<file path="config.mk">
export PLATFORM = sky130hd
export DESIGN_NAME = sdm_bitstream_gen
export DESIGN_NICKNAME = d
export VERILOG_FILES = /design/src/rtl/sdm_bitstream_gen.sv
export SDC_FILE = /design/constraint.sdc
export NUM_CORES = 1
export LEC_CHECK = 0
export CORE_MARGIN = 3
export CORE_UTILIZATION = 50
export DETAILED_ROUTE_END_ITERATION = 12
export PLACE_DENSITY = 0.66
export SETUP_SLACK_MARGIN = 0.4
export SLEW_MARGIN = 10
export SYNTH_ARGS = -nofsm -noshare
export SYNTH_HDL_FRONTEND = slang
export SYNTH_SLANG_ARGS = --single-unit
export TNS_END_PERCENT = 100
</file>
<file path="constraint.sdc">
create_clock -name Clock -period 25.9 [get_ports Clock]
set_input_delay 3.885 -clock Clock [delete_from_list [all_inputs] [get_ports Clock]]
set_output_delay 3.885 -clock Clock [all_outputs]
set_load 0.01 [all_outputs]
</file>
<file path="src/rtl/sdm_bitstream_gen.sv">
// -----------------------------------------------------------------------------
// sdm_bitstream_gen
//   Second-order 1-bit delta-sigma modulator. 16-bit signed PCM samples are
//   queued in a small FIFO. Each sample is held for OSR output bits. Frame
//   marks the first bit of every sample frame.
//
// Parameters
//   OSR         bits per PCM sample (power of 2, 4..1024)
//   FIFO_DEPTH  PCM FIFO entries (power of 2, >= 2)
//   IW          signed integrator width
//
// Ports
//   Clock     in   rising-edge clock
//   Reset     in   asynchronous, active-high
//   Din       in   signed PCM sample
//   DinPush   in   write Din into the FIFO this cycle
//   DinFull   out  FIFO full (registered)
//   Enable    in   run request
//   BitOut    out  modulator bit, 1 = +full-scale (registered)
//   Frame     out  1-cycle pulse on the first bit of each frame (registered)
//   Underrun  out  sticky: frame boundary reached with the FIFO empty
//   Overflow  out  sticky: push dropped because the FIFO was full
//   ClrErr    in   clears Underrun/Overflow; a set in the same cycle wins
//
// Build option
//   SDM_DITHER_EN  when defined, a 16-bit LFSR adds +/-1 dither into the
//                  second integrator sum. The port list is the same either way.
// -----------------------------------------------------------------------------
module sdm_bitstream_gen #(
  parameter int OSR        = 256,
  parameter int FIFO_DEPTH = 4,
  parameter int IW         = 24
) (
  input  logic        Clock,
  input  logic        Reset,
  input  logic [15:0] Din,
  input  logic        DinPush,
  output logic        DinFull,
  input  logic        Enable,
  output logic        BitOut,
  output logic        Frame,
  output logic        Underrun,
  output logic        Overflow,
  input  logic        ClrErr
);

  localparam int CW = $clog2(OSR);
  localparam int AW = $clog2(FIFO_DEPTH);
  localparam int SW = IW + 2;  // room for a three-term signed sum without wrap

  localparam logic [CW-1:0]        LAST    = CW'(OSR - 1);
  localparam logic [AW:0]          FULL_N  = (AW+1)'(FIFO_DEPTH);
  localparam logic signed [SW-1:0] SAT_HI  = {3'b000, {(IW-1){1'b1}}};
  localparam logic signed [SW-1:0] SAT_LO  = -SAT_HI;
  localparam logic signed [SW-1:0] FB_POS  = {{(SW-16){1'b0}}, 16'h7FFF};
  localparam logic signed [SW-1:0] FB_NEG  = {{(SW-16){1'b1}}, 16'h8000};

  typedef enum logic [1:0] {IDLE, PRIME, RUN} state_t;

  state_t                 state;
  logic [CW-1:0]          cnt_w;
  logic signed [IW-1:0]   i1, i2;
  logic [15:0]            x;

  // ---------------------------------------------------------------------------
  // Sample FIFO
  // ---------------------------------------------------------------------------
  logic [15:0]   mem [FIFO_DEPTH];
  logic [AW-1:0] wr_ptr, rd_ptr;
  logic [AW:0]   fcnt, fcnt_nxt;
  logic          fifo_empty;
  logic          pop, push_ok, ov_set, under_set;
  logic          run_last, start_prime, start_run;

  assign fifo_empty  = (fcnt == '0);
  assign run_last    = (state == RUN) && (cnt_w == LAST);
  assign start_prime = (state == PRIME) && Enable && !fifo_empty;
  // Frame boundary that continues running (Enable low ends the run instead).
  assign start_run   = run_last && Enable;
  assign pop         = (start_prime || start_run) && !fifo_empty;
  assign under_set   = start_run && fifo_empty;
  // A push into a full FIFO is accepted only when a pop frees a slot.
  assign push_ok     = DinPush && (!DinFull || pop);
  assign ov_set      = DinPush && DinFull && !pop;

  always_comb begin
    fcnt_nxt = fcnt;
    case ({push_ok, pop})
      2'b10:   fcnt_nxt = fcnt + 1'b1;
      2'b01:   fcnt_nxt = fcnt - 1'b1;
      default: fcnt_nxt = fcnt;
    endcase
  end

  always_ff @(posedge Clock or posedge Reset) begin
    if (Reset) begin
      wr_ptr  <= '0;
      rd_ptr  <= '0;
      fcnt    <= '0;
      DinFull <= 1'b0;
    end else begin
      if (push_ok) wr_ptr <= wr_ptr + 1'b1;
      if (pop)     rd_ptr <= rd_ptr + 1'b1;
      fcnt    <= fcnt_nxt;
      DinFull <= (fcnt_nxt == FULL_N);
    end
  end

  // Storage carries no reset; the pointers define what is valid.
  always_ff @(posedge Clock) begin
    if (push_ok) mem[wr_ptr] <= Din;
  end

  // ---------------------------------------------------------------------------
  // Sticky error flags
  // ---------------------------------------------------------------------------
  always_ff @(posedge Clock or posedge Reset) begin
    if (Reset) begin
      Underrun <= 1'b0;
      Overflow <= 1'b0;
    end else begin
      Underrun <= under_set | (Underrun & ~ClrErr);
      Overflow <= ov_set    | (Overflow & ~ClrErr);
    end
  end

  // ---------------------------------------------------------------------------
  // Modulator loop
  // ---------------------------------------------------------------------------
  logic signed [SW-1:0] fb, xs, i1e, i2e, s1, s2, i1ne;
  logic signed [IW-1:0] i1n, i2n;
  logic                 bit_n;

  function automatic logic signed [IW-1:0] sat(input logic signed [SW-1:0] v);
    if (v > SAT_HI)      return SAT_HI[IW-1:0];
    else if (v < SAT_LO) return SAT_LO[IW-1:0];
    else                 return v[IW-1:0];
  endfunction

`ifdef SDM_DITHER_EN
  logic [15:0]          lfsr;
  logic                 lfsr_fb;
  logic signed [SW-1:0] dith;
  // Taps 16,14,13,11 in right-shift Fibonacci form.
  assign lfsr_fb = lfsr[0] ^ lfsr[2] ^ lfsr[3] ^ lfsr[5];
  assign dith    = lfsr[0] ? {{(SW-1){1'b0}}, 1'b1} : {SW{1'b1}};
`endif

  always_comb begin
    fb   = BitOut ? FB_POS : FB_NEG;
    xs   = {{(SW-16){x[15]}}, x};
    i1e  = {{2{i1[IW-1]}}, i1};
    i2e  = {{2{i2[IW-1]}}, i2};
    s1   = i1e + xs - fb;
    i1n  = sat(s1);
    i1ne = {{2{i1n[IW-1]}}, i1n};
`ifdef SDM_DITHER_EN
    s2   = i2e + i1ne - fb + dith;
`else
    s2   = i2e + i1ne - fb;
`endif
    i2n   = sat(s2);
    bit_n = ~i2n[IW-1];
  end

  // ---------------------------------------------------------------------------
  // Control FSM with registered BitOut/Frame
  // ---------------------------------------------------------------------------
  always_ff @(posedge Clock or posedge Reset) begin
    if (Reset) begin
      state  <= IDLE;
      cnt_w  <= '0;
      i1     <= '0;
      i2     <= '0;
      x      <= '0;
      BitOut <= 1'b0;
      Frame  <= 1'b0;
`ifdef SDM_DITHER_EN
      lfsr   <= 16'hACE1;
`endif
    end else begin
      Frame <= 1'b0;
      case (state)
        IDLE: begin
          // Mid-scale idle pattern: plain toggle, integrators parked at zero.
          BitOut <= ~BitOut;
          cnt_w  <= '0;
          i1     <= '0;
          i2     <= '0;
`ifdef SDM_DITHER_EN
          lfsr   <= 16'hACE1;
`endif
          if (Enable) state <= PRIME;
        end
        PRIME: begin
          if (!Enable) begin
            BitOut <= ~BitOut;
            state  <= IDLE;
          end else if (!fifo_empty) begin
            // First frame bit comes from zeroed integrators, hence 1.
            BitOut <= 1'b1;
            Frame  <= 1'b1;
            cnt_w  <= '0;
            x      <= mem[rd_ptr];
            state  <= RUN;
          end else begin
            BitOut <= ~BitOut;
          end
        end
        RUN: begin
          if (run_last && !Enable) begin
            // Frame fully emitted; leave without starting another.
            BitOut <= ~BitOut;
            cnt_w  <= '0;
            i1     <= '0;
            i2     <= '0;
            state  <= IDLE;
          end else begin
            i1     <= i1n;
            i2     <= i2n;
            BitOut <= bit_n;
            cnt_w  <= cnt_w + 1'b1;
`ifdef SDM_DITHER_EN
            lfsr   <= {lfsr_fb, lfsr[15:1]};
`endif
            if (run_last) begin
              Frame <= 1'b1;
              // On underrun x simply keeps the previous sample.
              if (!fifo_empty) x <= mem[rd_ptr];
            end
          end
        end
        default: begin
          state  <= IDLE;
          BitOut <= 1'b0;
        end
      endcase
    end
  end

endmodule

</file>
# After elaboration in Yosys (flattened, before gate mapping)
# Memory sizes are Yosys's and may differ from the RTL's.
# Cells that the tools add are included.
word_totals:
  reg_bits: 86
  mem_bits_rw: 64
  in_bits: 21
  word_cells: 106
  mem_count: 1
classes:
  n_addsub: 9
  magnitude_cmp: 4
  eq_ne: 13
  muxes: 35
  n_bitwise: 7
  reduce_logical: 24
mem_list:
  columns: ["name", "words", "word_bits", "rd", "rd_ports_with_merged_regs", "write_ports", "line_no", "rtl"]
  rows:
  - ["mem", 4, 16, 1, 0, 1, "68", "logic [15:0] mem [FIFO_DEPTH];"]
op_table:
  columns: ["operator", "n"]
  rows:
  - ["two-way mux 24 bit", 6]
  - ["one-hot mux 24 bit (2 select lines)", 2]
  - ["two-way mux 16 bit", 4]
  - ["greater-than comparator 26 x 24 -> 1 bit, second input constant", 2]
  - ["less-than comparator 26 x 24 -> 1 bit, second input constant", 2]
  - ["subtractor 25 x 26 -> 26 bit", 2]
  - ["one-hot mux 16 bit (2 select lines)", 1]
  - ["two-way mux 26 bit", 1]
  - ["adder 24 x 16 -> 25 bit", 1]
  - ["adder 24 x 24 -> 25 bit", 1]
  - ["two-way mux 8 bit", 3]
  - ["one-hot mux 8 bit (3 select lines)", 1]
  - ["logical AND 1 bit", 10]
  - ["!= test 2 bit, second input constant", 5]
  - ["two-way mux 1 bit", 9]
  - ["adder 8 x 1 -> 8 bit, second input constant", 1]
  - ["equality test 8 bit, second input constant", 1]
  - ["two-way mux 2 bit", 4]
  - ["one-hot mux 2 bit (3 select lines)", 1]
  - ["one-hot mux 3 bit (2 select lines)", 1]
  - ["AND reduction 3 bit", 2]
  - ["adder 2 x 1 -> 2 bit, second input constant", 2]
  - ["equality test 2 x 1 -> 1 bit, second input constant", 2]
  - ["equality test 2 bit, second input constant", 2]
  - ["17 further kinds", 26]

# Depth between registers and ports, before layout
# Gate-level depths: netlist (run 1).
depth:
  depth_word: 13
  depth_mapped: 31
  ltp_nobuf: 30

# Worst setup path after synthesis (run 1)
# Ideal clock, no wire load.
synth_timing:
  kind: "flip-flop to flip-flop"
  startpoint: "register BitOut"
  endpoint: "register i2[2]"
  arrival_ns: 9.578
  required_time_ns: 25.774
  setup_slack_ns: 16.196
  path_stages_with_launch: 30
  n_path_buf: 1
  synth_period_minus_slack_ns: 9.704
  path_cell_list: "dfrtp_1 -> inv_1 -> fa_1 -> inv_1 -> fa_1 -> nand2b_1 -> a211oi_1 -> nor2b_1 -> xnor2_1 -> or4_1 -> or4_1 -> or4_1 -> nor4_2 -> a2111oi_2 -> ha_1 -> inv_1 -> ha_1 -> inv_1 -> fa_1 -> nor2b_1 -> o2111ai_1 -> nand2_1 -> xor2_1 -> or4_1 -> a2111oi_0 -> nand4_1 -> o211ai_4 -> a21oi_4 -> buf_6 -> a221o_1"
synth_via:
  elab_chain_cells: 12
  word_cells_on_any_way: 14
  cone_classes: "add/sub (3); order compare (4); mux (7)"
synth_rtl:
  columns: ["item", "line_no", "rtl"]
  rows:
  - ["from (decl)", "40", "output logic BitOut,"]
  - ["from (signal assigned)", "186", "BitOut <= ~BitOut;"]
  - ["from (signal assigned)", "197", "BitOut <= ~BitOut;"]
  - ["from (signal assigned)", "207", "BitOut <= ~BitOut;"]
  - ["two-way mux 26 bit (*)", "150", "fb = BitOut ? FB_POS : FB_NEG;"]
  - ["subtractor 25 x 26 -> 26 bit", "154", "s1 = i1e + xs - fb;"]
  - ["less-than comparator 26 x 24 -> 1 bit", "136", "else if (v < SAT_LO) return SAT_LO[IW-1:0];"]
  - ["two-way mux 24 bit", "136", null]
  - ["two-way mux 24 bit", "135", "if (v > SAT_HI) return SAT_HI[IW-1:0];"]
  - ["adder 24 x 24 -> 25 bit", "160", "s2 = i2e + i1ne - fb;"]
  - ["subtractor 25 x 26 -> 26 bit (*)", "160", null]
  - ["less-than comparator 26 x 24 -> 1 bit", "136", null]
  - ["two-way mux 24 bit", "136", null]
  - ["two-way mux 24 bit (*)", "135", null]
  - ["two-way mux 24 bit (*)", "211", "if (run_last && !Enable) begin"]
  - ["one-hot mux 24 bit (2 select lines) (*)", "183", "case (state)"]
  - ["to (signal assigned)", "220", "i2 <= i2n;"]
  - ["to (decl)", "62", "logic signed [IW-1:0] i1, i2;"]
# Every way passes the cells marked *; elsewhere a longest branch is shown, timed or not.
# A chain may end at the register's enable or synchronous reset.

# Worst setup path after layout (run 1)
layout_timing:
  startpoint: "register BitOut"
  endpoint: "register i2[7]"
# The elaborated chain is that of the path after synthesis.

==> run summary, run 1 <==
## Timing
• 0.351 — ratio of final minimum period to clock period
• no — unrepaired setup endpoints after global routing
• 0.221 — worst rel slew slack
• 0 — number of failing setup endpoints in the final timing report
• 0 — final slew viol count
• 1.17 ns — slew at the pin closest to its max-slew limit
• 0 — final count of hold timing violations
• 9.10 ns — Final min period
• 0.110 GHz — Max Freq
• 0.0106 ns — Worst Clk Skew
• 0 ns — total negative slack

## Detailed routing
• 5.91 — DR vias/cell
• 0 — remaining antenna violation count
• 7734 — Vias
• 23600 um — final wirelength
• 564 — first-iteration detailed-routing DRC count
• 18.0 um — average wire length per cell after detail routing
• 5 — drt pass-1 iters
• 0 — number of remaining DRC errors

## Finish
• 1158 — final net count
• 0.568 — final core utilization
• 0 — # diodes
• 0.0914 — share of layout cells above drive strength 1
• 1735 — # fillers
• 10.4% — Layout area overhead
• 11600 sq um — post-layout instance area

## Global routing
• 0.0353 — met3 routing resource usage after global routing
• 63 — maximum number of pins on one net before global-route repair
• 7631 — vias in the first global route
• 0 — total grt overflow
• met2 — global route hottest layer
• 0 — antenna violations before repair
• 0.342 — grt met2 use
• 39600 um — wire length of the first global-routing pass
• 0.219 — total routing usage reported by global routing
• 0.321 — met1 track demand over resource

## Synthesis
• sky130_fd_sc_hd__inv_1 (150), sky130_fd_sc_hd__dfrtp_1 (86), sky130_fd_sc_hd__a21oi_1 (70) — commonest cells in the netlist
• 0.573 — ys async rst share
• sky130_fd_sc_hd__dfrtp_1 (20%), sky130_fd_sc_hd__edfxtp_1 (18%), sky130_fd_sc_hd__fa_1 (9.3%), sky130_fd_sc_hd__ha_1 (7.4%), sky130_fd_sc_hd__inv_1 (5.3%) — synth top area cells
• 1015 — Gate Count Post-Synth
• 64 — number of enable flip-flop cells after synthesis
• 1147 — net count after synthesis
• 0.204 — area share of the largest cell type after synthesis
• sky130_fd_sc_hd__dfrtp_1 — most common flop cell mapped by yosys
• sky130_fd_sc_hd__inv_1 — most frequent cell after synthesis
• sky130_fd_sc_hd__dfrtp_1 — cell type contributing the most total cell area after synthesis
• 78 — Distinct cells, synth
• 10500 sq um — cell area after synthesis
• 0.386 — sequential area share after synthesis
• 0 — yosys synthesis warning count
• 150 — post-synthesis sequential element count
• 10.4 sq um — mean instance size in the synthesized netlist

## Critical path
• 24 — logic depth of the worst register-to-register path
• i2[7] — worst reg2reg endpoint
• 26.26 ns — required time at the endpoint of the critical path
• sky130_fd_sc_hd__o41ai_1 — slowest stage cell, crit path
• i2[7] — worst setup path end
• 9.47 ns — arrival time at the worst endpoint
• 16.80 ns — R2R Setup Slk
• sky130_fd_sc_hd__fa_1 — cell repeated most along the worst path
• inv_1 -> fa_1 -> ha_1 -> a21o_1 -> nand4_1 -> a211o_1 -> a21oi_1 -> a21oi_1 -> o41ai_1 -> o21a_1 -> nand2b_1 -> nand2_1 -> fa_1 -> fa_1 -> nor2b_1 -> o2111ai_1 -> nand3_1 -> and4bb_2 -> nor3_1 -> or4b_2 -> nand3_1 -> o211ai_1 -> nor2_2 -> a221o_1 — crit-path cells
• flop — sort of element at the end of the critical path
• 24 — total number of cells along the worst setup path
• 0.92 ns — largest stage delay on the critical path
• 24 — largest fanout on the critical path
• BitOut — worst setup path startpoint
• 1 — Worst Path Buf+Inv
• compound AO/OA/AOI/OAI gates — CP top delay family
• BitOut — reg2reg start
• flop — category of the worst setup path launch point
• flop to flop — critical setup path kind

## Clock tree
• 0.43 ns — clock latency at the later pin of the worst-skew pair
• 4 — number of H-tree levels
• 0.07 ns — clock edge transition at the registers on the reported setup and hold paths
• sky130_fd_sc_hd__clkbuf_16 — clock root cell
• 0 — buffers inserted by post-CTS timing repair
• 2 — maximum number of buffers from clock root to sink
• done — TritonCTS clock tree
• 150 — Clock Sinks
• 0 — hold bufs inserted after CTS
• 17 — clock buffers created by TritonCTS
• 0 — CTS-repair resized insts

## Placement
• 0.892 — final RePlAce weighted congestion
• 11000 sq um — cell area after placement
• 17100 um — HPWL after detailed placement
• 25 — Port Buf Inserts

## Die
• 22900 sq um — total die area
• 20500 sq um — Std-Cell Core Area
• 26 — Ports
• 0.514 — initial standard-cell utilization of the core
• 52 — floorplan row count
• 151 um — x dimension of the die
• 151 um — die height

## Min path
• 1 — Hold Path Depth
• flop to flop — Hold/Removal Path Class

## Run
• 0 — number of max-cap violations

## Outcome
• finished, final reports clean — run status

-- kinds of logic (layout without fill, tap and decap cells) --
kind of cell | count (synthesis) | after routing | share of synthesized area
AO/OA/AOI/OAI | 262 | 262 | 0.176
flip-flops | 150 | 150 | 0.386
buffers and inverters | 188 | 212 | 0.0691
AND/OR/NAND/NOR | 226 | 226 | 0.111
adder cells (fa/ha/maj) | 111 | 111 | 0.167
multiplexers | 39 | 39 | 0.0580
XOR/XNOR | 39 | 39 | 0.0324
-- routing by layer --
layer  vias to the layer above  part of all wire
li1                       3703                 -
met1                      3804              0.49
met2                       200              0.46
met3                        27             0.039
met4                         0             0.014
met5                         -                 0
-- registers in the layout (all words and copies together) (netlist names), 2 cells and up --
name	flops
cnt_w	8
fcnt	3
i1	24
i2	24
mem	64
rd_ptr	2
state	2
wr_ptr	2
x	16
-- layout make-up --
class                   count  area [sq um]  share of cell area
clock buffers              17           425              0.0365
clock inverters            15           196              0.0169
inverters                 150           564              0.0485
multi-input cells         677          5750               0.494
flip-flops and latches    150          4080               0.350
well taps                 270           338              0.0290
repair buffers             30           288              0.0247
-- worst min path at each step --
stage | startpoint | end | slack, ns
2_1_floorplan | fcnt[2] | fcnt[2] | 0.44
3_3_place_gp | i2[23] | i2[23] | 0.47
3_5_place_dp | fcnt[2] | fcnt[2] | 0.47
4_1_cts | fcnt[2] | fcnt[2] | 0.49
5_1_grt | i2[3] | i2[3] | 0.51
6_report | i2[4] | i2[4] | 0.49
-- worst register-to-register path, delay by kind of cell (launching register included) --
family                   cells  cell delay [ns]
AO/OA/AOI/OAI                9             3.36
flip-flops                   1             0.40
AND/OR/NAND/NOR             10             2.84
buffers and inverters        1             0.60
adder cells (fa/ha/maj)      4             1.83
-- per-stage QoR --
| step | setup WS, ns | instances | hold WS [ns] |
|---|---|---|---|
| global placement | 16.97 | 1277 | 0.468 |
| global route | 16.07 | 1309 | 0.505 |
| finish | 16.80 | 1309 | 0.493 |
| floorplan | 16.20 | 1015 | 0.444 |
| CTS | 16.80 | 1309 | 0.489 |
| detailed placement | 16.84 | 1277 | 0.471 |
-- cell usage in the layout, fill, tap and decap left out, types with 25 or more instances in the layout --
| master | count |
|---|---|
| sky130_fd_sc_hd__a21oi_1 | 70 |
| sky130_fd_sc_hd__a221o_1 | 38 |
| sky130_fd_sc_hd__clkdlybuf4s50_1 | 25 |
| sky130_fd_sc_hd__dfrtp_1 | 85 |
| sky130_fd_sc_hd__edfxtp_1 | 64 |
| sky130_fd_sc_hd__fa_1 | 49 |
| sky130_fd_sc_hd__ha_1 | 62 |
| sky130_fd_sc_hd__inv_1 | 149 |
| sky130_fd_sc_hd__nand2_1 | 60 |
| sky130_fd_sc_hd__nand3_1 | 28 |
| sky130_fd_sc_hd__nor2_1 | 38 |
| sky130_fd_sc_hd__o21ai_0 | 41 |
Power of run 1 is left out: the tool's default activity adds up to more than one toggle a clock period on the data nets, which glitch-free logic cannot reach.
==> run 2: changes to the inputs <==
--- a/config.mk
+++ b/config.mk
@@ -8,7 +8,7 @@
 export CORE_MARGIN = 3
 export CORE_UTILIZATION = 50
 export DETAILED_ROUTE_END_ITERATION = 12
-export PLACE_DENSITY = 0.66
+export PLACE_DENSITY = 0.68
 export SETUP_SLACK_MARGIN = 0.4
 export SLEW_MARGIN = 10
 export SYNTH_ARGS = -nofsm -noshare
==> constraint.sdc (replaced) <==
create_clock -name Clock -period 7.45 [get_ports Clock]
set_input_delay 1.1175 -clock Clock [delete_from_list [all_inputs] [get_ports Clock]]
set_output_delay 1.1175 -clock Clock [all_outputs]
set_load 0.01 [all_outputs]
==> run summary, run 2 (synthesis gave the netlist of run 1 again) <==
## Outcome
• complete, but fails checks — run status
• negative setup slack — violated checks

## Finish
• 64 — max FFs per register, unchanged
• 13700 sq um — post-layout instance area, +17%
• mem — Largest Register
• 0 — # diodes, unchanged
• mem: 64 flops, i1: 24 flops, i2: 24 flops — Top Registers
• sky130_fd_sc_hd__buf_4 — most frequent standard cell in the layout excluding fill and tap cells
• 0.274 — share of layout cells above drive strength 1, +0.182
• sky130_fd_sc_hd__buf_4 (193), sky130_fd_sc_hd__inv_1 (146), sky130_fd_sc_hd__dfrtp_1 (85) — most frequent cells in the layout
• 1361 — final net count, +18%
• 29.6% — Layout area overhead

## Die
• 22900 sq um — total die area, unchanged
• 26 — Ports, unchanged
• 52 — floorplan row count, unchanged
• 0.514 — initial standard-cell utilization of the core, unchanged
• 151 um — die height, unchanged
• 151 um — x dimension of the die, unchanged
• 20500 sq um — Std-Cell Core Area, unchanged

## Critical path
• 7.96 ns — arrival time at the worst endpoint, -1.51 ns
• flop — sort of element at the end of the critical path
• flop to flop — critical setup path kind
• flop — category of the worst setup path launch point
• sky130_fd_sc_hd__buf_4 — cell repeated most along the worst path
• sky130_fd_sc_hd__fa_1 — slowest stage cell, crit path
• 0.56 ns — largest stage delay on the critical path, -0.36 ns
• 10 — largest fanout on the critical path, -58%
• 7.76 ns — required time at the endpoint of the critical path, -18.50 ns

## Clock tree
• 2 — maximum number of buffers from clock root to sink, unchanged
• 17 — clock buffers created by TritonCTS, unchanged
• 0.07 ns — clock edge transition at the registers on the reported setup and hold paths, about the same
• sky130_fd_sc_hd__clkbuf_16 — clock root cell
• 0 — hold bufs inserted after CTS, unchanged
• 150 — Clock Sinks, unchanged
• 0.44 ns — clock latency at the later pin of the worst-skew pair, about the same
• done — TritonCTS clock tree
• 4 — number of H-tree levels, unchanged

## Placement
• 0.912 — final RePlAce weighted congestion, +2.2%
• 12300 sq um — cell area after placement, +12%
• 19200 um — HPWL after detailed placement, +12%
• 25 — Port Buf Inserts, unchanged
• -0.257 ns — pre-CTS worst setup slack, -17.10 ns

## Global routing
• 0.0428 — met3 routing resource usage after global routing, +0.00748
• met2 — global route hottest layer
• 68 — maximum number of pins on one net before global-route repair, +7.9%
• 2 — antenna violations before repair, +2
• 45000 um — wire length of the first global-routing pass, +14%
• 8879 — vias in the first global route, +16%
• 0 — total grt overflow, unchanged
• 0.252 — total routing usage reported by global routing, +0.0332
• 0.337 — met1 track demand over resource, +0.0166
• 0.417 — grt met2 use, +0.0756

## Timing
• 23 — number of failing setup endpoints in the final timing report, +23
• 0.223 — worst rel slew slack, +0.00192
• yes — unrepaired setup endpoints after global routing
• 0.0157 ns — Worst Clk Skew, +0.00502 ns
• 1.16 ns — slew at the pin closest to its max-slew limit, -0.00438 ns
• 7.64 ns — Final min period, -1.46 ns
• -0.192 ns — min setup slack post-route, -16.99 ns
• 0 — final slew viol count, unchanged
• 1.03 — ratio of final minimum period to clock period, +0.674
• 0.131 GHz — Max Freq, +19%
• 0 — final count of hold timing violations, unchanged

## Run
• 0 — number of max-cap violations, unchanged

## Detailed routing
• 0 — number of remaining DRC errors, unchanged
• 27300 um — final wirelength, +16%
• 5 — drt pass-1 iters, unchanged
• 675 — first-iteration detailed-routing DRC count, +20%
• 18.1 um — average wire length per cell after detail routing, +0.36%
• 5.77 — DR vias/cell, -2.3%
• 8728 — Vias, +13%
• 0 — remaining antenna violation count, unchanged

## Min path
• flop to flop — Hold/Removal Path Class

[run 2: cell type report]
class	count	area [sq um]
fill	1515	6830
multi-input combinational	677	6080
sequential	150	4080
timing repair buffer	233	1980
inverter	150	568
clock buffer	17	425
tap	270	338
clock inverter	15	194
[run 2: critical path, delay by kind of cell, from the launching register on]
kind	cells	cell delay (ns)
adder cells (fa/ha/maj)	2	0.87
AO/OA/AOI/OAI	7	1.36
flip-flops	1	0.40
buffers and inverters	32	3.87
AND/OR/NAND/NOR	3	1.02
[run 2: layer usage]
layer  part of all wire  vias to the layer above
met5             0.0012                        -
met4              0.029                        4
met3              0.047                       72
met2               0.49                      257
met1               0.44                     4296
li1                   -                     4099
[run 2: repair_timing]
| action | 4_1_cts | 5_1_grt |
|---|---|---|
| pin swaps | 23 | 24 |
| setup endpoints to repair | 23 | 24 |
| gates resized for setup | 27 | 28 |
| gates cloned | 3 | 0 |
| buffers inserted | 41 | 4 |
[run 2: path summary, 6_finish.rpt]
check                           startpoint  endpoint  slack [ns]  cells past startpoint
worst max-delay path                BitOut    i2[17]       -0.19                     44
worst min-delay path               fcnt[2]   fcnt[2]        0.49                      1
worst max register to register      BitOut    i2[17]       -0.19                     44
worst min register to register     fcnt[2]   fcnt[2]        0.49                      1
max in group asynchronous            Reset    i1[13]        5.31                      3
min in group asynchronous            Reset  state[0]        0.96                      2
[run 2: per-stage QoR]
step	utilization	instances	hold WS (ns)	setup TNS, ns
3_3_place_gp	0.600	1432	0.465	-3.47
4_1_cts	0.658	1508	0.487	-1.03
3_5_place_dp	0.600	1432	0.475	-4.43
6_report	0.667	1512	0.486	-2.51
5_1_grt	0.667	1512	0.515	-7.77
2_1_floorplan	-	1015	0.444	-20.71
Power of run 2 is left out for the same reason.
